[src/rtl/encode_pkg.sv]
// Shared definitions for the RC4 encode FSM: state encoding, default
// message length, printable-character bounds and the plaintext check.
package encode_pkg;

   localparam int MSG_LEN_DEFAULT = 32;

   localparam logic [7:0] ASCII_SPACE  = 8'h20;
   localparam logic [7:0] ASCII_LOW_A  = 8'h61;
   localparam logic [7:0] ASCII_LOW_Z  = 8'h7A;

   typedef enum logic [3:0] {
      IDLE,
      RD_I,
      LAT_I,
      RD_J,
      LAT_J,
      WR_I,
      WR_J,
      RD_F,
      WR_C,
      DONE
   } state_t;

   // Plaintext is limited to space and lower-case letters.
   function automatic logic char_valid(input logic [7:0] ch);
      return (ch == ASCII_SPACE) || ((ch >= ASCII_LOW_A) && (ch <= ASCII_LOW_Z));
   endfunction

endpackage

[src/rtl/encode_fsm_if.sv]
// Memory-side bus of the encode FSM: S-box RAM, plaintext ROM and
// ciphertext RAM. The FSM is the master; the memories are the slave.
interface encode_fsm_if;

   logic [7:0] s_addr;
   logic [7:0] s_rdata;
   logic [7:0] s_wdata;
   logic       s_we;
   logic [4:0] plain_addr;
   logic [7:0] plain_rdata;
   logic [4:0] cipher_addr;
   logic [7:0] cipher_wdata;
   logic       cipher_we;

   modport master (
      output s_addr, s_wdata, s_we,
      output plain_addr,
      output cipher_addr, cipher_wdata, cipher_we,
      input  s_rdata, plain_rdata
   );

   modport slave (
      input  s_addr, s_wdata, s_we,
      input  plain_addr,
      input  cipher_addr, cipher_wdata, cipher_we,
      output s_rdata, plain_rdata
   );

endinterface

[src/rtl/encode_fsm.sv]
// RC4 PRGA encoder. Walks MSG_LEN plaintext bytes, eight cycles per byte,
// swapping S[i]/S[j] in an external synchronous RAM and writing
// keystream XOR plaintext into the ciphertext RAM.
module encode_fsm
   import encode_pkg::*;
#(
   parameter int MSG_LEN = MSG_LEN_DEFAULT
) (
   input  logic         clock,
   input  logic         reset,
   input  logic         start,
   encode_fsm_if.master bus,
   output logic         done,
   output logic         bad_plain
);

   state_t     state_reg, state_next;
   logic [7:0] i_reg, i_next;
   logic [7:0] j_reg, j_next;
   logic [4:0] k_reg, k_next;
   logic [7:0] si_reg, si_next;
   logic [7:0] sj_reg, sj_next;
   logic       bad_reg, bad_next;

   localparam logic [4:0] LAST_K = 5'(MSG_LEN - 1);

   // State and datapath registers; active-low reset returns everything to IDLE.
   always_ff @(posedge clock) begin
      if (!reset) begin
         state_reg <= IDLE;
         i_reg     <= 8'd0;
         j_reg     <= 8'd0;
         k_reg     <= 5'd0;
         si_reg    <= 8'd0;
         sj_reg    <= 8'd0;
         bad_reg   <= 1'b0;
      end else begin
         state_reg <= state_next;
         i_reg     <= i_next;
         j_reg     <= j_next;
         k_reg     <= k_next;
         si_reg    <= si_next;
         sj_reg    <= sj_next;
         bad_reg   <= bad_next;
      end
   end

   // Next-state and output decode; memory reads return data one cycle after
   // the address, hence the separate RD_*/LAT_* states.
   always_comb begin
      state_next       = state_reg;
      i_next           = i_reg;
      j_next           = j_reg;
      k_next           = k_reg;
      si_next          = si_reg;
      sj_next          = sj_reg;
      bad_next         = bad_reg;
      done             = 1'b0;
      bus.s_addr       = 8'd0;
      bus.s_wdata      = 8'd0;
      bus.s_we         = 1'b0;
      bus.cipher_wdata = 8'd0;
      bus.cipher_we    = 1'b0;
      bus.plain_addr   = k_reg;
      bus.cipher_addr  = k_reg;

      case (state_reg)
         IDLE: begin
            i_next = 8'd0;
            j_next = 8'd0;
            k_next = 5'd0;
            if (start) begin
               state_next = RD_I;
               i_next     = 8'd1;
               bad_next   = 1'b0;
            end
         end
         RD_I: begin
            bus.s_addr = i_reg;
            state_next = LAT_I;
         end
         LAT_I: begin
            si_next    = bus.s_rdata;
            j_next     = j_reg + bus.s_rdata;
            state_next = RD_J;
         end
         RD_J: begin
            bus.s_addr = j_reg;
            state_next = LAT_J;
         end
         LAT_J: begin
            sj_next    = bus.s_rdata;
            state_next = WR_I;
         end
         WR_I: begin
            bus.s_addr  = i_reg;
            bus.s_wdata = sj_reg;
            bus.s_we    = 1'b1;
            state_next  = WR_J;
         end
         // When i==j this second write lands on the same cell and leaves si there.
         WR_J: begin
            bus.s_addr  = j_reg;
            bus.s_wdata = si_reg;
            bus.s_we    = 1'b1;
            state_next  = RD_F;
         end
         RD_F: begin
            bus.s_addr = si_reg + sj_reg;
            state_next = WR_C;
         end
         WR_C: begin
            bus.cipher_wdata = bus.s_rdata ^ bus.plain_rdata;
            bus.cipher_we    = 1'b1;
            if (!char_valid(bus.plain_rdata)) begin
               bad_next = 1'b1;
            end
            if (k_reg < LAST_K) begin
               k_next     = k_reg + 5'd1;
               i_next     = i_reg + 8'd1;
               state_next = RD_I;
            end else begin
               state_next = DONE;
            end
         end
         DONE: begin
            done = 1'b1;
            if (!start) begin
               state_next = IDLE;
            end
         end
         default: begin
            state_next = IDLE;
         end
      endcase
   end

   assign bad_plain = bad_reg;

endmodule
[src/flat_wrapper.sv]
// flat-port wrapper written by rule: the top's interface ports become plain ports
module encode_fsm_flat import encode_pkg::*;
#(
   parameter int MSG_LEN = MSG_LEN_DEFAULT
)
  (clock, reset, start, done, bad_plain, bus_s_addr, bus_s_wdata, bus_s_we, bus_plain_addr, bus_cipher_addr, bus_cipher_wdata, bus_cipher_we, bus_s_rdata, bus_plain_rdata);
  encode_fsm_if bus_i ();
  input  logic clock;
  input  logic reset;
  input  logic start;
  output logic done;
  output logic bad_plain;
  output wire logic [$bits(bus_i.s_addr)-1:0] bus_s_addr;
  output wire logic [$bits(bus_i.s_wdata)-1:0] bus_s_wdata;
  output wire logic [$bits(bus_i.s_we)-1:0] bus_s_we;
  output wire logic [$bits(bus_i.plain_addr)-1:0] bus_plain_addr;
  output wire logic [$bits(bus_i.cipher_addr)-1:0] bus_cipher_addr;
  output wire logic [$bits(bus_i.cipher_wdata)-1:0] bus_cipher_wdata;
  output wire logic [$bits(bus_i.cipher_we)-1:0] bus_cipher_we;
  input wire logic [$bits(bus_i.s_rdata)-1:0] bus_s_rdata;
  input wire logic [$bits(bus_i.plain_rdata)-1:0] bus_plain_rdata;
  assign bus_s_addr = bus_i.s_addr;
  assign bus_s_wdata = bus_i.s_wdata;
  assign bus_s_we = bus_i.s_we;
  assign bus_plain_addr = bus_i.plain_addr;
  assign bus_cipher_addr = bus_i.cipher_addr;
  assign bus_cipher_wdata = bus_i.cipher_wdata;
  assign bus_cipher_we = bus_i.cipher_we;
  assign bus_i.s_rdata = bus_s_rdata;
  assign bus_i.plain_rdata = bus_plain_rdata;
  encode_fsm #(.MSG_LEN(MSG_LEN)) u_core (.clock(clock), .reset(reset), .start(start), .bus(bus_i), .done(done), .bad_plain(bad_plain));
endmodule
[config.mk]
export PLATFORM = sky130hd
export DESIGN_NAME = encode_fsm_flat
export DESIGN_NICKNAME = d
export VERILOG_FILES = /design/src/rtl/encode_pkg.sv /design/src/rtl/encode_fsm_if.sv /design/src/rtl/encode_fsm.sv /design/src/flat_wrapper.sv
export SDC_FILE = /design/constraint.sdc
export NUM_CORES = 1
export LEC_CHECK = 0
export CAP_MARGIN = 20
export CORE_UTILIZATION = 32
export DETAILED_ROUTE_END_ITERATION = 10
export GPL_ROUTABILITY_DRIVEN = 0
export PLACE_DENSITY = 0.54
export SYNTH_ARGS = -nofsm -noshare
export SYNTH_HDL_FRONTEND = slang
export SYNTH_SLANG_ARGS = --single-unit
[constraint.sdc]
create_clock -name clock -period 5.15 [get_ports clock]
set_input_delay 1.03 -clock clock [delete_from_list [all_inputs] [get_ports clock]]
set_output_delay 1.03 -clock clock [all_outputs]
set_load 0.02 [all_outputs]
==> metrics.txt <==
synthesis-to-finish area growth 23.2%; CP Data Arrival Time approximately 2800 ps; fin util between 40% and 50%; cts bufs inserted 5; synthesized net count about 390; Worst EP required between 4000 and 5000 ps; Tmin final around 3800 ps; Post-DP HPWL 6.18 mm; YS warnings 0; Worst Skew 8.27 ps; setup ws final between 1000 and 1500 ps; Reg clk slew, reported paths roughly 80 ps; Setup-failing EPs final 0; via/cell ratio 5.31; Detailed Routing Iterations Pass 1 4; Layout Nets ~430; die boundary width slightly below 100 um; FMAX approximately 0.26 GHz; setup TNS 0 ps; Mapped Cells around 350; Worst-Skew Late Latency roughly 300 ps; WL/cell roughly 16 um; largest net degree at the start of global routing 39; setup slack at placement 1590 ps; cell area after placement ~0.0035 mm^2; DR iter-0 viols around 120; Cell Pwr Density approximately 210 mW/mm^2; filler cell count around 920; clk root buf clkbuf_8; hold buffers post-CTS 0; DRT antenna net count 0; IO buf count between 50 and 60; design area between 0.003 and 0.004 mm^2; Power, Total 753 uW; Distinct cells, synth between 50 and 60; min-delay src u_core.si_reg[2]; count leader, synth nand2_1; Placed Cells around 500; # rows 34; outcome finished clean; Antenna Cells 0; Leak Pwr approximately 1.3 nW; global-route wire length before repair about 13 mm; Final Hold Viols 0; Setup crit start u_core.state_reg[3]; H-tree lvl count 2; CTS max path bufs 2; final WL 7.86 mm; # clock sinks 42; CTS resizes 0; WHS 486 ps; WS Path Type reg2out; Slew Viols, Final 0; Top FF cell, synth dfxtp_1; crit end category output port; FF-to-FF Start u_core.j_reg[0]; Non-Filler Instances ~500; synthesized area 0.00290 mm^2; CP startpoint kind register; Die Height roughly 97 um; #FFs+latches synth 42; post-synthesis sequential area ratio approximately 29%; vias in the first global route between 2000 and 3000; Max transition margin ~42%; Via Count about 2700; Yosys top cell by area dfxtp_1; DIE AREA approximately 0.0094 mm^2; unrepaired setup endpoints after global routing false; Initial Util 33.1%; number of top-level pins 57; Mean Syn Cell Area approximately 8.3 um^2; Setup Fix Bufs, Post-CTS 0; top cell type's share of synthesized area between 20% and 30%; Post-synth EDFFs 0; core box area about 0.009 mm^2; initial antenna violation count 0; grt ovf 0; share of cells above drive strength 1 around 5.6%; Commonest cells post-synth 51 x nand2_1, 42 x dfxtp_1, 32 x nor2_1; Worst-Margin Slew roughly 870 ps; CP max FO 13; Overall Global Routing Usage ~17%; CTS tree yes; ys async rst share 0%; Max VDD drop about 0.14 mV; Post-route DRC 0; Tightest Hold Check Type reg2reg; Synth area leaders dfxtp_1 29%, ha_1 6.9%, nand2_1 6.6%, xnor2_1 4.2%, xor2_1 4.2%; Final Cycle Share 73.5%; # Max-Cap Violations 0
[worst max-delay path, stage by stage (launching register included)]
cell             delay (ps)
dfxtp_1                 710
nand2b_1                500
nor2_1                  200
a222oi_1                390
nand2_1                 110
clkdlybuf4s50_1         550
[area by class of cell]
class                           count  area (um^2)  area share, %
Tap cell                          108          135           3.79
Clock inverter                      1         30.0          0.842
Multi-Input combinational cell    283         1890           53.0
Sequential cell                    42          841           23.6
Inverter                            5         18.8          0.526
Timing Repair Buffer               57          568           15.9
Clock buffer                        6         82.6           2.31
[layout by cell type, fill, tap and decap left out, types with 3 or more instances in the layout]
cell type / count
a211oi_1: 4
a21boi_0: 14
a21boi_1: 9
a21o_1: 4
a21oi_1: 11
a222oi_1: 3
a22oi_1: 12
clkbuf_8: 6
clkdlybuf4s50_1: 56
dfxtp_1: 42
ha_1: 16
inv_1: 5
mux2i_1: 3
nand2_1: 51
nand2b_1: 5
nand3_1: 12
nand4_1: 10
nor2_1: 32
nor2_2: 3
nor2b_1: 3
nor3_1: 3
o21a_1: 3
o21ai_0: 12
o21ai_1: 5
o21bai_1: 3
or3_1: 3
xnor2_1: 14
xor2_1: 14
[per-layer routing]
layer | part of all wire [%] | up-vias | global-route usage [%]
met5 | 0 | - | 0
met4 | 1.1 | 0 | 4.82
met3 | 4.0 | 8 | 3.24
met2 | 47 | 68 | 28.4
met1 | 48 | 1256 | 22.3
li1 | - | 1336 | -
[cell families (layout without fill, tap and decap cells)]
group	count (synthesis)	in the layout	share of synthesized area [%]
AO/OA/AOI/OAI	94	94	23.5
XOR/XNOR	28	28	8.47
adder cells (fa/ha/maj)	18	18	8.29
buffers and inverters	26	69	5.66
flip-flops	42	42	29.0
multiplexers	3	3	1.04
AND/OR/NAND/NOR	140	140	24.0
[worst paths after layout]
| check | end | slack [ps] | cells after the start |
|---|---|---|---|
| max reg2reg | u_core.j_reg[6] | 3100 | 7 |
| min | u_core.si_reg[2] | 490 | 2 |
| max | bus_s_addr[6] | 1370 | 5 |
| min reg2reg | u_core.si_reg[2] | 490 | 2 |
[report_power, final]
part / internal (mW) / switching (mW) / leakage [nW]
registers: 0.334 / 0.0203 / 0.340
clock network: 0.155 / 0.114 / 0.0573
logic: 0.0553 / 0.0744 / 0.899
total: 0.545 / 0.209 / 1.30
(Power assumes the default switching activity.)
